--- config.mk ---
export PLATFORM = sky130hd
export DESIGN_NAME = pipe_hazard_ctrl
export DESIGN_NICKNAME = d
export VERILOG_FILES = /design/src/rtl/pipe_hazard_ctrl.sv
export SDC_FILE = /design/constraint.sdc
export NUM_CORES = 1
export LEC_CHECK = 0
export BUFFER_PORTS_ARGS = -buffer_cell sky130_fd_sc_hd__buf_4
export CAP_MARGIN = 10
export CELL_PAD_IN_SITES_DETAIL_PLACEMENT = 1
export CELL_PAD_IN_SITES_GLOBAL_PLACEMENT = 1
export CORE_MARGIN = 1
export CORE_UTILIZATION = 38
export CTS_CLUSTER_SIZE = 20
export DETAILED_ROUTE_END_ITERATION = 8
export PLACE_DENSITY_LB_ADDON = 0.1
export SYNTH_ARGS = -nofsm -noshare
export SYNTH_HDL_FRONTEND = slang
export SYNTH_SLANG_ARGS = --single-unit
--- constraint.sdc ---
create_clock -name clk -period 4.1 [get_ports clk]
set_input_delay 0.82 -clock clk [delete_from_list [all_inputs] [get_ports clk]]
set_output_delay 0.82 -clock clk [all_outputs]
set_load 0.02 [all_outputs]
--- src/rtl/pipe_hazard_ctrl.sv ---
// Hazard control for a 5-stage pipeline: load-use stall, branch/jump flush, EX operand forwarding.
// Latency: all enables, flushes and forwarding selects are combinational; state and counters update on the clock edge.
// Backpressure: a load-use hazard holds PC and IF/ID for two cycles; a taken branch overrides and cancels any stall.
module pipe_hazard_ctrl (
    input  logic        clk,
    input  logic        rst,
    input  logic [4:0]  id_rs,
    input  logic [4:0]  id_rt,
    input  logic        id_use_rs,
    input  logic        id_use_rt,
    input  logic        id_jump,
    input  logic [4:0]  ex_rs,
    input  logic [4:0]  ex_rt,
    input  logic        ex_regWr,
    input  logic        ex_mem2reg,
    input  logic [4:0]  ex_dst,
    input  logic        me_regWr,
    input  logic        me_mem2reg,
    input  logic [4:0]  me_dst,
    input  logic        me_br_taken,
    input  logic        wb_regWr,
    input  logic [4:0]  wb_dst,
    output logic        pc_en,
    output logic        if_id_en,
    output logic        if_id_flush,
    output logic        id_ex_flush,
    output logic        ex_me_flush,
    output logic [1:0]  fwd_a,
    output logic [1:0]  fwd_b,
    output logic [15:0] stall_cnt,
    output logic [15:0] flush_cnt,
    output logic        state
);

    typedef enum logic {
        RUN     = 1'b0,
        LU_WAIT = 1'b1
    } state_t;

    state_t cur_state;
    logic   lu_hit;
    logic   any_flush;

    // Forwarding select for one EX source operand; ME ALU result wins over WB, $0 never forwards.
    // Loads in ME are excluded because their data is not available until WB.
    function automatic logic [1:0] fwd_sel(
        input logic [4:0] src,
        input logic       me_wr,
        input logic       me_ld,
        input logic [4:0] me_d,
        input logic       wb_wr,
        input logic [4:0] wb_d
    );
        logic [1:0] sel;
        sel = 2'b00;
        if (src != 5'd0) begin
            if (me_wr && !me_ld && (me_d == src))
                sel = 2'b01;
            else if (wb_wr && (wb_d == src))
                sel = 2'b10;
        end
        return sel;
    endfunction

    // Prioritised control decode: branch > load-use stall > jump > run; reset forces the idle pattern.
    always_comb begin
        lu_hit      = ex_regWr & ex_mem2reg & (ex_dst != 5'd0) &
                      ((id_use_rs & (id_rs == ex_dst)) | (id_use_rt & (id_rt == ex_dst)));
        pc_en       = 1'b1;
        if_id_en    = 1'b1;
        if_id_flush = 1'b0;
        id_ex_flush = 1'b0;
        ex_me_flush = 1'b0;
        fwd_a       = 2'b00;
        fwd_b       = 2'b00;
        if (!rst) begin
            if (me_br_taken) begin
                if_id_flush = 1'b1;
                id_ex_flush = 1'b1;
                ex_me_flush = 1'b1;
            end else if ((cur_state == LU_WAIT) || lu_hit) begin
                // Hold fetch/decode and push a bubble into EX; a jump in ID waits here too.
                pc_en       = 1'b0;
                if_id_en    = 1'b0;
                id_ex_flush = 1'b1;
            end else if (id_jump) begin
                if_id_flush = 1'b1;
            end
            fwd_a = fwd_sel(ex_rs, me_regWr, me_mem2reg, me_dst, wb_regWr, wb_dst);
            fwd_b = fwd_sel(ex_rt, me_regWr, me_mem2reg, me_dst, wb_regWr, wb_dst);
        end
    end

    assign any_flush = if_id_flush | id_ex_flush | ex_me_flush;
    assign state     = cur_state;

    // Stall FSM and saturating performance counters.
    always_ff @(posedge clk) begin
        if (rst) begin
            cur_state <= RUN;
            stall_cnt <= 16'd0;
            flush_cnt <= 16'd0;
        end else begin
            if (me_br_taken)
                cur_state <= RUN;
            else if (cur_state == LU_WAIT)
                cur_state <= RUN;
            else if (lu_hit)
                cur_state <= LU_WAIT;

            if (!pc_en && (stall_cnt != 16'hFFFF))
                stall_cnt <= stall_cnt + 16'd1;
            if (any_flush && (flush_cnt != 16'hFFFF))
                flush_cnt <= flush_cnt + 16'd1;
        end
    end

endmodule
==> After elaboration in Yosys (flattened, before gate mapping) <==
Index checks and enable logic that the tools add are counted.
{ "op_classes": {"n_addsub": 2, "mul": 0, "div_mod_pow": 0, "order_cmp": 0, "eq_ne": 8, "shifts": 0, "n_mux": 21, "n_bitwise": 8, "n_reduce_logical": 14} }
{ "ops": {"columns": ["operator", "count"], "rows": [
  ["16-bit by 1-bit adder with 16-bit output (second input constant)", 2],
  ["16-bit != test (second input constant)", 2],
  ["5-bit equality test", 6],
  ["2-bit two-way mux", 8],
  ["5-bit nonzero test", 3],
  ["1-bit two-way mux", 13],
  ["1-bit logical AND", 7],
  ["1-bit bitwise AND", 5],
  ["1-bit OR", 3],
  ["3-bit OR reduction", 1],
  ["1-bit zero test", 2],
  ["1-bit logical OR", 1]
]} }
{ "word_totals": {"register_bits": 33, "latchBits": 0, "ram_bits": 0, "romBits": 0, "memories": 0} }

==> Longest topological paths before layout <==
Gate-level depths: netlist of run 1.
{ "depth": {"depth_word": 11, "ltp_mapped": 9, "mapped_depth_nobuf": 7} }

==> Worst setup path before layout of run 1 <==
OpenSTA, ideal clock, no wires.
{ "synth_timing": {"path_kind": "input to output", "start": "input ex_dst[0]", "end": "output if_id_flush", "arrival_time_ns": 2.277, "required_time_ns": 3.280, "slack_ns": 1.003, "path_stages": 5, "n_path_buf": 0, "path_cell_list": "or3_1 > o311a_4 > a21oi_1 > a21oi_1 > nor2_1"} }
{ "synth_between": {"elab_chain_cells": 8, "elab_cells_between_ends": 12, "cone_classes": "2 x eq/ne; 3 x mux; 5 x bitwise; 2 x reduce/logical"} }
{ "synth_rtl": {"columns": ["element", "line_no", "rtl"], "rows": [
  ["start, declared", "16", "input logic [4:0] ex_dst,"],
  ["5-bit equality test", "68", "((id_use_rs & (id_rs == ex_dst)) | (id_use_rt & (id_rt == ex_dst)));"],
  ["1-bit bitwise AND", "68", null],
  ["1-bit OR", "68", null],
  ["1-bit bitwise AND (*)", "67", "lu_hit = ex_regWr & ex_mem2reg & (ex_dst != 5'd0) &"],
  ["1-bit logical OR (*)", "81", "end else if ((cur_state == LU_WAIT) || lu_hit) begin"],
  ["1-bit two-way mux (*)", "81", null],
  ["1-bit two-way mux (*)", "77", "if (me_br_taken) begin"],
  ["1-bit two-way mux (*)", "76", "if (!rst) begin"],
  ["end, declared", "25", "output logic if_id_flush,"]
]} }
Mark *: on every way between the ends. The rest lies on a longest branch, timed or not.

==> Worst setup path after layout of run 1 <==
Same ends and word-level chain as after synthesis.

==> out/metrics.cfg, run 1 <==
[cts]
cts_max_level=2
cts.repair.resized=0
cts_setup_buffers=0
hold_buffers=0
path_clk_slew_ps=70
clock_sinks=33
cts_buffers=5
tritoncts=built
root_buffer=clkbuf_8
clock_latency_ps=280
clk_path_buf_depth=2

[synth]
synth-seq-area-share_pct=29.7
synth.net_count=314
synth_compound_area_share_pct=18.4
netlist.area_leader.share_pct=29.7
synth.area.mux_share_pct=2.76
yosysUniqueCellTypes=44
yosys_warnings=0
synth_edf_count=0
yosys.area_share.simple_pct=29.6
async_flop_share_pct=0
synth-xor-area-share_pct=12.6
synthAdderAreaFrac_pct=1.12
yosysTopAreaCell=dfxtp_1
syn_inst=266
avgSynthCellArea_um2=8.36
synth_top_family_by_area=simple AND/OR/NAND/NOR gates
synthesis.area_mm2=0.00222
ys_ff_latch=33
ys.flop_type=dfxtp_1
yosys-top-cells-area=dfxtp_1 (30%), xnor2_1 (8.7%), or4_1 (5.4%)

[grt]
grt_max_degree=37
grt_pass1_wl_um=10900
grt_overflow=0
grt_usage_pct=22.2
grt_pass1_vias=2312
antenna_found_initial=0

[sta]
setup_tns_ps=0
slew_headroom_pct=60.5
rsz0062_at_grt=false
skew_ps=3.72
finalHoldViolCount=0
drv_slew=0
finalSetupViolCount=0
period_minus_slack_ps=3350
finalCritPeriodShare_pct=81.7
worst_slew_pin_slew_ps=591
max_freq_ghz=0.299
holdWs_ps=499

[routing]
vias=2364
dr.pass1.iters=4
drtIter0Drc=76
viasPerCell=5.66
wirelength_um=6530
wl_per_cell_um=15.6
drcViolationCount=0
ant_nets=0

[floorplanning]
die_h_um=78.5
fp-row-count=27
io_pins=88
fp.dieW_um=78.5
start_util_pct=39.9
core-area_mm2=0.00557
dieArea_mm2=0.00616

[critical_path]
endpoint_kind=primary output
crit_path_max_fanout=7
required_ps=3280
worst-path-buf-inv=2
critPathArrivalTime_ps=2530
cpPeakStageDelay_ps=430
start_kind=input port
critical_path_class=input port to primary output
crit_family=compound AO/OA/AOI/OAI gates
cp_slowest_cell=a21oi_1
crit_chain=buf_4, or3_1, o311a_4, a21oi_1, a21oi_1, nor2_1, buf_4

[layout]
postLayoutCoreUtil_pct=53.0
finalInstanceArea_mm2=0.00296
layout.nets=394
drive_gt1_share_pct=30.3
fin_cells=418
diodes=0
area_growth_pct=32.9

[power_and_ir_drop]
peakVddDrop_v=0.000135
combPwrFrac_pct=17.2
swShare_pct=25.5
p_int_uw=515
seqPwrFrac_pct=46.8
leakage_nw=1.14
clkPwrFrac_pct=36.0
p_per_area_mw_per_mm2=234
power_switching_uw=177

[run]
drv_cap=0

[hold_path]
hp-class=register to register

[placed_design]
dpl.cell_count=411
place_area_mm2=0.00287
dp_hpwl_um=4920
place.gp.congestion=0.812
port_buffers=87

[run_status]
status=completed

-- cell usage in the layout (no fill, tap or decap), types with 2 or more instances in the layout --
cell | Yosys | routed
nor3_1 | 4 | 4
and3_1 | 5 | 5
mux2_4 | 2 | 2
or4_1 | 16 | 16
and4_1 | 5 | 5
o311ai_0 | 5 | 5
nand3_1 | 14 | 14
inv_1 | 4 | 4
nor2_1 | 16 | 16
buf_4 | 3 | 89
a21oi_1 | 21 | 21
clkbuf_8 | 0 | 6
o41ai_1 | 3 | 3
and2_1 | 3 | 3
nand4_1 | 15 | 15
o21ai_0 | 6 | 5
nor2b_1 | 5 | 5
ha_1 | 2 | 2
mux2i_1 | 2 | 2
xor2_1 | 10 | 10
xnor2_1 | 22 | 22
nor4_1 | 4 | 4
or3_1 | 7 | 7
o31ai_1 | 12 | 12
dfxtp_1 | 33 | 33
nand2_1 | 20 | 20
o21ai_1 | 2 | 3
-- worst paths after layout --
check / from / to / slack, ps / depth (start not counted)
setup / recovery: ex_dst[0] / if_id_flush / 750 / 7
hold / removal: flush_cnt[13] / flush_cnt[13] / 500 / 2
setup reg to reg: stall_cnt[0] / stall_cnt[1] / 1580 / 7
hold reg to reg: flush_cnt[13] / flush_cnt[13] / 500 / 2
-- worst reg2reg max path, delay by kind of cell (launching register included) --
| family | cells | cell delay [ps] |
|---|---|---|
| AND/OR/NAND/NOR | 4 | 1210 |
| flip-flops | 1 | 430 |
| multiplexers | 1 | 260 |
| adder cells (fa/ha/maj) | 1 | 250 |
| AO/OA/AOI/OAI | 1 | 250 |
-- sequential cells by signal, summed over array words and instances, names as in the netlist --
signal     flops
flush_cnt     16
stall_cnt     16
state          1
-- area by class of cell --
cell class,count,area [um^2]
well taps,72,90.1
repair buffers,89,668
flip-flops and latches,33,661
fillers,708,2620
inverters,4,15.0
clock buffers,7,86.3
multi-input cells,213,1440
-- logic make-up after synthesis --
kind of cell               Yosys count
AOI/OAI and AO/OA                   57
muxes                                5
and+or+nand+nor                    117
xor gates and xnor gates            32
adders and majority gates            2
DFF                                 33
buffers and inverters               20
-- cells in the mapped netlist (all sizes together) (7+ instances only) --
library cell	count
nor2	16
o31ai	12
dfxtp	33
nand3	14
clkbuf	7
or4	16
buf	9
or3	7
xor2	10
nand2	20
nand4	15
o21ai	8
xnor2	22
a21oi	22
-- layer usage --
| layer | share of wire, % | global-route usage (%) | wire length, um |
|---|---|---|---|
| met3 | 3.8 | 3.95 | 248 |
| met2 | 52 | 39.0 | 3380 |
| met1 | 43 | 27.3 | 2790 |
| met5 | 0 | 0 | 0 |
| met4 | 1.6 | 6.85 | 105 |
-- power by group through the flow --
stage | logic [mW] | registers (mW) | clock network (mW)
after global routing | 0.131 | 0.324 | 0.271
final | 0.119 | 0.324 | 0.249
after detailed placement | 0.120 | 0.331 | 0
after CTS | 0.120 | 0.324 | 0.256
after global placement | 0.116 | 0.331 | 0
after floorplan | 0.0620 | 0.333 | 0
-- through the flow --
| stage | setup slack, ps | total power, mW |
|---|---|---|
| after detailed placement | 769 | 0.451 |
| after global placement | 812 | 0.447 |
| after global routing | 612 | 0.726 |
| final | 752 | 0.692 |
| after floorplan | 1000 | 0.395 |
| after CTS | 757 | 0.700 |
Note: power is estimated with default switching activity, not from simulation.
==> run 2: changes to the inputs <==
--- a/config.mk
+++ b/config.mk
@@ -5,12 +5,13 @@
 export SDC_FILE = /design/constraint.sdc
 export NUM_CORES = 1
 export LEC_CHECK = 0
+export ABC_AREA = 1
 export BUFFER_PORTS_ARGS = -buffer_cell sky130_fd_sc_hd__buf_4
 export CAP_MARGIN = 10
 export CELL_PAD_IN_SITES_DETAIL_PLACEMENT = 1
 export CELL_PAD_IN_SITES_GLOBAL_PLACEMENT = 1
 export CORE_MARGIN = 1
-export CORE_UTILIZATION = 38
+export CORE_UTILIZATION = 32
 export CTS_CLUSTER_SIZE = 20
 export DETAILED_ROUTE_END_ITERATION = 8
 export PLACE_DENSITY_LB_ADDON = 0.1
==> constraint.sdc (replaced) <==
create_clock -name clk -period 3 [get_ports clk]
set_input_delay 0.6 -clock clk [delete_from_list [all_inputs] [get_ports clk]]
set_output_delay 0.6 -clock clk [all_outputs]
set_load 0.02 [all_outputs]
==> out/metrics.cfg, run 2 <==
[power_and_ir_drop]
finalPower_mw=1.13
p_int_uw=846
power_switching_uw=280
leakage_nw=1.52
swShare_pct=24.8
peakVddDrop_v=0.000197
p_per_area_mw_per_mm2=325
seqPwrFrac_pct=39.5
combPwrFrac_pct=14.7
clkPwrFrac_pct=45.9

[grt]
grt_overflow=0
grt_max_degree=37
grt_pass1_vias=2861
antenna_found_initial=0
grt_usage_pct=18.9
grt_pass1_wl_um=13200

[floorplanning]
start_util_pct=33.5
fp-row-count=32
dieArea_mm2=0.00855
fp.dieW_um=92.4
die_h_um=92.4
core-area_mm2=0.00781
io_pins=88

[synth]
synth_common_cells=nand2_1 (85), inv_1 (44), nand3_1 (38), dfxtp_1 (33), xor2_1 (28)
syn_inst=381
synth-seq-area-share_pct=25.2
yosysTopAreaCell=dfxtp_1
yosys_warnings=0
yosysUniqueCellTypes=39
synth_edf_count=0
yosys-top-cells-area=dfxtp_1 (25%), nand2_1 (12%), xor2_1 (9.4%)
synthMostInstantiatedCell=nand2_1
async_flop_share_pct=0
synth.net_count=429
synthesis.area_mm2=0.00262
ys_ff_latch=33
netlist.area_leader.share_pct=25.2
ys.flop_type=dfxtp_1
avgSynthCellArea_um2=6.87

[sta]
rsz0062_at_grt=false
finalCritPeriodShare_pct=80.8
skew_ps=8.97
drv_slew=0
max_freq_ghz=0.412
finalHoldViolCount=0
period_minus_slack_ps=2430
finalSetupViolCount=0
setup_tns_ps=0
slew_headroom_pct=69.3
worst_slew_pin_slew_ps=461

[layout]
diodes=0
drive_gt1_share_pct=30.3
area_growth_pct=32.4
layout_common_cells=buf_4 (88), nand2_1 (85), inv_1 (44), nand3_1 (38), dfxtp_1 (33)
layout.nets=513
final_common_cell=buf_4

[critical_path]
r2r_cells=9
endpoint_kind=primary output
crit_path_max_fanout=36
critPathArrivalTime_ps=1830
r2r-start=stall_cnt[0]
r2r-end=stall_cnt[10]
required_ps=2400
critical_path_class=input port to primary output
start_kind=input port
r2r_slack_ps=790

[cts]
cts.repair.resized=0
cts_max_level=2
tritoncts=built
clock_latency_ps=290
cts_buffers=5
root_buffer=clkbuf_8
clk_path_buf_depth=2
path_clk_slew_ps=70
hold_buffers=0
cts_setup_buffers=0
clock_sinks=33

[hold_path]
min_from=state
hp-class=register to register
whs_endpoint=state
min_path_cells=1

[routing]
drtIter0Drc=65
wirelength_um=7640
wl_per_cell_um=13.5
ant_nets=0
viasPerCell=4.92
dr.pass1.iters=4
drcViolationCount=0
vias=2795

[placed_design]
dp_hpwl_um=5890
place.gp.congestion=0.824
port_buffers=87

[run]
drv_cap=0

[run_status]
status=completed

[run 2: cell types whose count changed in the layout (fill, tap and decap cells not counted), sizes merged, moves of 12 or more]
cell,change
nand2,+74
inv,+46
nand3,+35
xor2,+18
or4,-16
xnor2,-15
a21oi,+12
nor3,+12
o31ai,-12
[run 2: cell families (layout without fill, tap and decap cells)]
family	after synthesis	after routing	share of synthesized area, %
simple gates	203	203	40.7
buf+inv	61	146	10.0
compound gates	47	47	11.4
xor+xnor	35	35	11.7
flops	33	33	25.2
fa+ha+maj	2	2	0.956
[run 2: cell type report]
class | instances | area [um^2]
Fill cell | 1055 | 4340
Multi-Input combinational cell | 287 | 1690
Sequential cell | 33 | 661
Timing Repair Buffer | 88 | 661
Inverter | 50 | 188
Tap cell | 102 | 128
Clock buffer | 5 | 68.8
Clock inverter | 3 | 65.1
[run 2: worst max-delay path, stage by stage]
cell and delay [ps]:
buf_4 250, inv_1 210, nand2_1 90, a2111oi_0 320, and3_1 210, buf_4 140
[run 2: layer usage]
metal	GRT usage [%]	vias up	routed length, um
li1	-	1416	-
met1	23.5	1304	3620
met2	31.9	68	3460
met3	5.01	7	460
met4	4.95	0	95
met5	0	-	0
[run 2: through the flow]
| stage | instance area (um^2) | instances | hold slack (ps) | util (%) | setup WS (ps) |
|---|---|---|---|---|---|
| final | 3460 | 568 | 468 | 44.4 | 575 |
| after floorplan | 2620 | 381 | 558 | - | 656 |
| after CTS | 3460 | 568 | 469 | 44.4 | 566 |
| after global placement | 3330 | 560 | 434 | 42.7 | 585 |
| after detailed placement | 3330 | 560 | 449 | 42.7 | 577 |
| after global routing | 3460 | 568 | 488 | 44.4 | 395 |
[run 2: how the worst max path moves through the flow]
| stage | start | endpoint | slack (ps) |
|---|---|---|---|
| 6_report | rst | fwd_b[1] | 570 |
| 5_1_grt | rst | fwd_b[1] | 390 |
| 4_1_cts | me_dst[3] | fwd_a[0] | 570 |
| 3_5_place_dp | me_dst[3] | fwd_a[0] | 580 |
| 3_3_place_gp | rst | fwd_b[1] | 580 |
| 2_1_floorplan | id_rt[1] | pc_en | 660 |
[run 2: power by group through the flow]
stage	combinational [mW]	clock [mW]	sequential, mW
after floorplan	0.0820	0	0.457
after global placement	0.166	0	0.454
after detailed placement	0.167	0	0.455
after CTS	0.168	0.525	0.444
after global routing	0.186	0.549	0.445
final	0.165	0.516	0.444
